==> src/rtl/mux_scan_ctrl_pkg.sv <==
// Shared types and constants for the 4:1 mux scan controller.
package mux_scan_pkg;

    localparam int NCH   = 4;
    localparam int SEL_W = 2;

    typedef enum logic [1:0] {
        IDLE,
        SCAN,
        DONE
    } state_t;

    typedef logic [SEL_W-1:0] sel_t;

endpackage

==> src/rtl/mux_scan_ctrl_if.sv <==
// Scan controller signal bundle: start/mask request, mux select/feedback, valid/ready result.
interface mux_scan_ctrl_if;
    import mux_scan_pkg::*;

    logic           start;
    logic [NCH-1:0] mask;
    logic           y;
    logic           s1;
    logic           s0;
    logic [NCH-1:0] data;
    logic           valid;
    logic           ready;
    logic           busy;

    modport master (
        input  start, mask, y, ready,
        output s1, s0, data, valid, busy
    );

    modport slave (
        output start, mask, y, ready,
        input  s1, s0, data, valid, busy
    );

endinterface

==> src/rtl/mux_scan_ctrl_next.sv <==
// Combinational priority finder: lowest enabled channel strictly above cur (or the lowest
// enabled channel at all when cur_vld is low); last is set when no such channel exists.
module mux_scan_next
    import mux_scan_pkg::*;
(
    input  logic [NCH-1:0] mask,
    input  logic           cur_vld,
    input  sel_t           cur,
    output sel_t           nxt,
    output logic           last
);

    // Scan from the top down so the lowest qualifying channel is the one left standing.
    always_comb begin
        nxt  = '0;
        last = 1'b1;
        for (int i = NCH - 1; i >= 0; i--) begin
            if (mask[i] && (!cur_vld || (i > int'(cur)))) begin
                nxt  = sel_t'(i);
                last = 1'b0;
            end
        end
    end

endmodule

==> src/rtl/mux_scan_ctrl.sv <==
// Steps the 4:1 mux selects over enabled channels, settles SETTLE+1 cycles per channel, samples y.
// Result held in DONE until valid&ready; all outputs registered, start ignored while busy.
module mux_scan_ctrl
    import mux_scan_pkg::*;
#(
    parameter int SETTLE = 2
) (
    input  logic            clk,
    input  logic            rst,
    mux_scan_ctrl_if.master bus
);

    localparam logic [3:0] SETTLE_C = 4'(SETTLE);

    state_t         state_q, state_d;
    sel_t           sel_q, sel_d;
    logic [3:0]     cnt_q, cnt_d;
    logic [NCH-1:0] mask_q, mask_d;
    logic [NCH-1:0] data_q, data_d;
    logic           valid_q, valid_d;
    logic           busy_q, busy_d;

    sel_t           first_ch;
    logic           first_last;
    sel_t           step_ch;
    logic           step_last;

    // First channel comes from the live mask at acceptance, later steps from the latched one.
    mux_scan_next u_first (
        .mask    (bus.mask),
        .cur_vld (1'b0),
        .cur     ('0),
        .nxt     (first_ch),
        .last    (first_last)
    );

    mux_scan_next u_step (
        .mask    (mask_q),
        .cur_vld (1'b1),
        .cur     (sel_q),
        .nxt     (step_ch),
        .last    (step_last)
    );

    always_ff @(posedge clk or posedge rst) begin
        if (rst) begin
            state_q <= IDLE;
            sel_q   <= '0;
            cnt_q   <= '0;
            mask_q  <= '0;
            data_q  <= '0;
            valid_q <= 1'b0;
            busy_q  <= 1'b0;
        end else begin
            state_q <= state_d;
            sel_q   <= sel_d;
            cnt_q   <= cnt_d;
            mask_q  <= mask_d;
            data_q  <= data_d;
            valid_q <= valid_d;
            busy_q  <= busy_d;
        end
    end

    always_comb begin
        state_d = state_q;
        sel_d   = sel_q;
        cnt_d   = cnt_q;
        mask_d  = mask_q;
        data_d  = data_q;
        valid_d = valid_q;
        busy_d  = busy_q;

        unique case (state_q)
            IDLE: begin
                sel_d = '0;
                if (bus.start) begin
                    data_d = '0;
                    busy_d = 1'b1;
                    if (!first_last) begin
                        mask_d  = bus.mask;
                        sel_d   = first_ch;
                        cnt_d   = SETTLE_C;
                        state_d = SCAN;
                    end else begin
                        valid_d = 1'b1;
                        state_d = DONE;
                    end
                end
            end

            SCAN: begin
                if (cnt_q != 4'd0) begin
                    cnt_d = cnt_q - 4'd1;
                end else begin
                    data_d[sel_q] = bus.y;
                    if (!step_last) begin
                        sel_d = step_ch;
                        cnt_d = SETTLE_C;
                    end else begin
                        valid_d = 1'b1;
                        state_d = DONE;
                    end
                end
            end

            DONE: begin
                if (bus.ready) begin
                    valid_d = 1'b0;
                    busy_d  = 1'b0;
                    sel_d   = '0;
                    state_d = IDLE;
                end
            end

            default: begin
                state_d = IDLE;
                valid_d = 1'b0;
                busy_d  = 1'b0;
                sel_d   = '0;
            end
        endcase
    end

    assign bus.s1    = sel_q[1];
    assign bus.s0    = sel_q[0];
    assign bus.data  = data_q;
    assign bus.valid = valid_q;
    assign bus.busy  = busy_q;

endmodule

==> src/flat_wrapper.sv <==
// flat-port wrapper written by rule: the top's interface ports become plain ports
module mux_scan_ctrl_flat import mux_scan_pkg::*;
#(
    parameter int SETTLE = 2
)
  (clk, rst, bus_start, bus_mask, bus_y, bus_ready, bus_s1, bus_s0, bus_data, bus_valid, bus_busy);
  mux_scan_ctrl_if bus_i ();
  input  logic clk;
  input  logic rst;
  input wire logic [$bits(bus_i.start)-1:0] bus_start;
  input wire logic [$bits(bus_i.mask)-1:0] bus_mask;
  input wire logic [$bits(bus_i.y)-1:0] bus_y;
  input wire logic [$bits(bus_i.ready)-1:0] bus_ready;
  output wire logic [$bits(bus_i.s1)-1:0] bus_s1;
  output wire logic [$bits(bus_i.s0)-1:0] bus_s0;
  output wire logic [$bits(bus_i.data)-1:0] bus_data;
  output wire logic [$bits(bus_i.valid)-1:0] bus_valid;
  output wire logic [$bits(bus_i.busy)-1:0] bus_busy;
  assign bus_i.start = bus_start;
  assign bus_i.mask = bus_mask;
  assign bus_i.y = bus_y;
  assign bus_i.ready = bus_ready;
  assign bus_s1 = bus_i.s1;
  assign bus_s0 = bus_i.s0;
  assign bus_data = bus_i.data;
  assign bus_valid = bus_i.valid;
  assign bus_busy = bus_i.busy;
  mux_scan_ctrl #(.SETTLE(SETTLE)) u_core (.clk(clk), .rst(rst), .bus(bus_i));
endmodule
==> config.mk <==
export PLATFORM = sky130hd
export DESIGN_NAME = mux_scan_ctrl_flat
export DESIGN_NICKNAME = d
export VERILOG_FILES = /design/src/rtl/mux_scan_ctrl_pkg.sv /design/src/rtl/mux_scan_ctrl_if.sv /design/src/rtl/mux_scan_ctrl_next.sv /design/src/rtl/mux_scan_ctrl.sv /design/src/flat_wrapper.sv
export SDC_FILE = /design/constraint.sdc
export NUM_CORES = 1
export LEC_CHECK = 0
export CORE_AREA = 3 3 49 51
export DETAILED_ROUTE_END_ITERATION = 7
export DIE_AREA = 0 0 52 54
export PLACE_DENSITY = 0.85
export SYNTH_ARGS = -nofsm -noshare
export SYNTH_HDL_FRONTEND = slang
export SYNTH_SLANG_ARGS = --single-unit
==> constraint.sdc <==
create_clock -name clk -period 1.9 [get_ports clk]
set_input_delay 0.19 -clock clk [delete_from_list [all_inputs] [get_ports clk]]
set_output_delay 0.19 -clock clk [all_outputs]
set_load 0.02 [all_outputs]
=== After elaboration in Yosys (flattened, before gate mapping) ===
Cells that the tools add are included.

* Register bits after elaboration: 18
* Input port bits: 9
* Output and inout port bits: 8
* Word-level logic and storage cells: 83

* Add/sub/neg operators: 1
* Magnitude comparators: 5
* Equal/unequal tests: 10
* Muxes and demuxes: 44
* Bitwise operators: 2
* Reduce and logical (&&, ||, !) cells: 14

{| class="wikitable"
|+ Operators with widths
! operator !! count
|-
| $mux W2 || 16
|-
| $mux W4 || 6
|-
| $pmux W4 S2 || 2
|-
| $mux W1 || 14
|-
| $pmux W2 S3 || 2
|-
| $reduce_and A3 Y1 || 4
|-
| $ne A2 B2 Y1 const B || 5
|-
| $reduce_and A4 Y1 || 2
|-
| $pmux W1 S3 || 2
|-
| $reduce_and A5 Y1 || 1
|-
| $bwmux W4 || 1
|-
| $gt A2 B2 Y1 const A || 2
|-
| $logic_and A1 B1 Y1 || 4
|-
| $ne A2 B1 Y1 const B || 2
|-
| $reduce_bool A4 Y1 || 1
|-
| $sub A4 B1 Y4 const B || 1
|-
| $lt A2 B3 Y1 const B || 1
|-
| $ne A3 B3 Y1 const B || 1
|-
| $demux W1 S2 || 1
|-
| $eq A2 B1 Y1 const B || 1
|-
| $eq A2 B2 Y1 const B || 1
|-
| $ge A2 B1 Y1 const B || 1
|-
| $gt A1 B2 Y1 const A || 1
|-
| $logic_not A2 Y1 || 1
|-
| 2 further kinds || 3
|}

=== Depth between registers and ports, before layout ===
Gate-level depths: netlist of run 1.

* Depth after elaboration: 8
* Gate-level depth with buffers: 6
* Gate-level depth less buffers: 6

=== Hierarchy ===
Synthesis of run 1 repeated with hierarchy kept, for this count alone.

* Cell total of the unflattened synthesis: 120
* Area, all modules: 1173.6 um^2

{| class="wikitable"
|+ By module, submodules not included
! module !! times used !! cells each !! area each (um^2) !! sequential area each (um^2)
|-
| mux_scan_ctrl || 1 || 88 || 978.4 || 450.4
|-
| mux_scan_next || 2 || 16 || 97.6 || 0.0
|}

=== Worst setup path after synthesis of run 1 ===
Ideal clock, no wire load.

* Path type: register to register
* Start point: register u_core.cnt_q[0]
* End point: register u_core.sel_q[0]
* Arrival time: 1441 ps
* Data required time: 1775 ps
* Path slack: 334 ps
* Stages on the path, launching flop included: 7
* Path buffers: 0
* Period minus slack after synthesis: 1566 ps
* Cell sequence: dfrtp_1 -> inv_1 -> ha_1 -> nor3b_4 -> nand2_1 -> o21ai_2 -> mux2_4

* Longest elaborated chain between the ends: 3

{| class="wikitable"
|+ RTL lines
! what !! line !! source
|-
| from (decl) || mux_scan_ctrl.sv:17 || <nowiki>logic [3:0] cnt_q, cnt_d;</nowiki>
|-
| from (signal assigned) || mux_scan_ctrl.sv:57 || <nowiki>cnt_q <= cnt_d;</nowiki>
|-
| $reduce_bool A4 Y1 || mux_scan_ctrl.sv:93 || <nowiki>if (cnt_q != 4'd0) begin</nowiki>
|-
| $ne A2 B2 Y1 (no line) || - ||
|-
| $reduce_and A3 Y1 (no line) || - ||
|-
| to (signal assigned) || mux_scan_ctrl.sv:56 || <nowiki>sel_q <= sel_d;</nowiki>
|-
| to (decl) || mux_scan_ctrl.sv:16 || <nowiki>sel_t sel_q, sel_d;</nowiki>
|}

Every way passes these cells.
A chain may end at the register's enable or synchronous reset.

=== Worst setup path after layout of run 1 ===
* Start point: register u_core.sel_q[1]
* End point: output bus_s1

{| class="wikitable"
|+ RTL lines
! what !! line !! source
|-
| to (decl) || flat_wrapper.sv:14 || <nowiki>output wire logic [$bits(bus_i.s1)-1:0] bus_s1;</nowiki>
|}

No word-level cell between the ends.

==> results.toml, run 1 <==
[sta]
tightestPinTransition_ns = 0.667
fin_crit_ns = 1.72
finalSetupViolCount = 0
finalSetupTns_ns = 0
grt_setup_unrepaired = "no"
period_share_pct = 90.7
whs_ns = 0.290
fmax_ghz = 0.581
hold_viol = 0
slew-limit-headroom_pct = 55.5
maxSlewViolCount = 0
finClkSkew_ns = 0.00141

[detailed_routing]
vias = 789
wl_per_cell_um = 13.7
drt_iter0_markers = 17
dr.pass1.iters = 4
via_per_inst = 5.44
ant_nets = 0
wl_um = 1980
drc = 0

[global_routing]
antenna_found_initial = 0
grt_max_degree = 18
grt_pass1_vias = 762
gr-total-overflow = 0
grt_use_total_pct = 16.0
grt_pass1_wl_um = 3270

[worst_setup_path]
cp.buffers_inverters = 1
max_stage_delay_ns = 0.68
crit_arrival_ns = 1.53
crit_chain = "clkdlybuf4s50_1"
crit_path_start_kind = "flip-flop"
cp_max_fo = 11
slowest_stage = "clkdlybuf4s50_1"
crit_family = "buffers and inverters"
path_class = "reg2out"
crit_path_end_kind = "output pin"
cp.required_ns = 1.71

[cts]
htree_levels = 1
hold_buffers = 0
cts_inserted_buffers = 3
clockBufferDepth = 2
cts_resized = 0
cts.sinks = 17
tritoncts = "yes"
clock_latency_ns = 0.28
cts_root_buf = "clkbuf_4"
path_clk_slew_ns = 0.09
postCtsSetupBuffers = 0

[synth]
synth_compound_area_share_pct = 20.7
yosys_warnings = 0
synthXorXnorAreaFrac_pct = 0
synth_area_mm2 = 0.00103
synthSimpleGateAreaFrac_pct = 20.0
syn_inst = 102
ys_seq_elements = 17
synth_area_leader_cell = "dfrtp_1"
synth.distinct_cells = 36
synth_top_family_by_area = "compound AO/OA/AOI/OAI gates"
seq_area_frac_synth_pct = 41.4
synth.most_common_cell = "dfrtp_1"
synth.avg_cell_area_um2 = 10.1
synth-edff-count = 0
synth.mux.area_fraction_pct = 9.73
async_flop_share_pct = 100
synthAdderAreaFrac_pct = 2.43
synth_commonest_cells = "dfrtp_1, nand2_1, inv_1, mux2i_1, a21oi_1"
yosysTopAreaCellShare_pct = 41.4
syn_nets = 113
ys_dominant_reg_cell = "dfrtp_1"
synth.area.top_cells = "dfrtp_1, mux2i_1, nand2_1, nor3b_4, nand2b_1"

[floorplan]
start_util_pct = 51.9
die_w_um = 52
coreArea_mm2 = 0.00198
die_y_um = 54
pin_count = 17
rows = 16
fp.dieArea_mm2 = 0.00281

[placed_design]
hpwl_um = 1500
place.gp.congestion = 0.874
port_buffers = 16

[final_layout]
antennaDiodeCount = 0
num-nets-final = 130
drive_gt1_share_pct = 11.0
syn2layout_area_growth_pct = 18.9

[run]
cap_violations = 0

[worst_hold_path]
hold_class = "in2async"

[pwr]
total_leakage_power_nw = 0.528
vdd_ir_drop_max_mv = 0.873
p_per_area_mw_per_mm2 = 1690

[run_status]
status = "finished clean"
==> worst reg2reg max path, delay by kind of cell (launching register included) <==
family,cells,cell delay (ns)
DFF,1,0.42
and+or+nand+nor,2,0.38
muxes,1,0.32
AOI/OAI and AO/OA,1,0.19
adders and majority gates,1,0.15
buffers and inverters,1,0.09
==> routing by layer <==
layer / global-route usage, % / up-vias / wire [um]
met5: 0 / - / 0
li1: - / 395 / -
met4: 6.55 / 0 / 22
met1: 19.6 / 379 / 923
met3: 3.32 / 2 / 62
met2: 27.2 / 13 / 973
==> report_power, final <==
group | internal, mW | switching, mW
logic | 0.577 | 0.554
clock network | 0.0814 | 0.108
registers | 0.524 | 0.218
==> placed cells by master (no fill, tap or decap), types with 3 or more instances in the layout <==
cell / n
nand2b_1: 5
dfrtp_1: 17
nand2_1: 10
nor2b_1: 4
nor2_1: 4
a21oi_1: 6
clkdlybuf4s50_1: 16
inv_1: 7
o21ai_1: 4
clkbuf_4: 3
mux2i_1: 7
==> cell families after synthesis <==
logic type               count (synthesis)
AO/OA/AOI/OAI                           29
flip-flops                              17
adder cells (fa/ha/maj)                  2
buffers and inverters                   12
multiplexers                             9
AND/OR/NAND/NOR                         33
==> worst paths after layout <==
path	start	endpoint	slack, ns	cells after the start
min in group clk	u_core.bus.data[2]	u_core.bus.data[2]	0.52	2
worst max register to register	u_core.cnt_q[0]	u_core.sel_q[1]	0.25	6
worst max-delay path	u_core.sel_q[1]	bus_s1	0.18	1
max in group asynchronous	rst	u_core.state_q[1]	1.18	2
worst min-delay path	rst	u_core.state_q[0]	0.29	2
worst min register to register	u_core.bus.data[2]	u_core.bus.data[2]	0.52	2
==> through the flow <==
step                      power (mW)  utilization (%)  std cells  worst slack, ns  cell area, um^2
after floorplan                 1.60                -        102            0.334             1030
after global placement          1.84             60.4        141            0.231             1200
after detailed placement        1.89             60.4        141            0.175             1200
after CTS                       2.08             61.7        145            0.172             1220
after global routing            2.22             61.7        145            0.124             1220
final                           2.06             61.7        145            0.177             1220
==> cell type report <==
class	instances	area, um^2
clock buffer	4	26.3
fill	160	759
inverter	7	26.3
multi-input combinational	73	543
sequential	17	425
tap	27	33.8
timing repair buffer	17	168
==> sequential cells by signal, summed over array words and instances (netlist names) <==
signal            count
u_core.bus.valid      1
u_core.state_q        2
u_core.bus.data       4
u_core.bus.busy       1
u_core.sel_q          2
u_core.cnt_q          4
u_core.mask_q         3
Power figures use the tool's default switching activity.
==> inputs of run 2 (changes only) <==
--- a/config.mk
+++ b/config.mk
@@ -8,7 +8,9 @@
 export CORE_AREA = 3 3 49 51
 export DETAILED_ROUTE_END_ITERATION = 7
 export DIE_AREA = 0 0 52 54
+export HOLD_SLACK_MARGIN = 0.08
 export PLACE_DENSITY = 0.85
+export SLEW_MARGIN = 20
 export SYNTH_ARGS = -nofsm -noshare
 export SYNTH_HDL_FRONTEND = slang
 export SYNTH_SLANG_ARGS = --single-unit
==> results of run 2 <==
The final DEF is identical to that of run 1; final timing and power are the same.
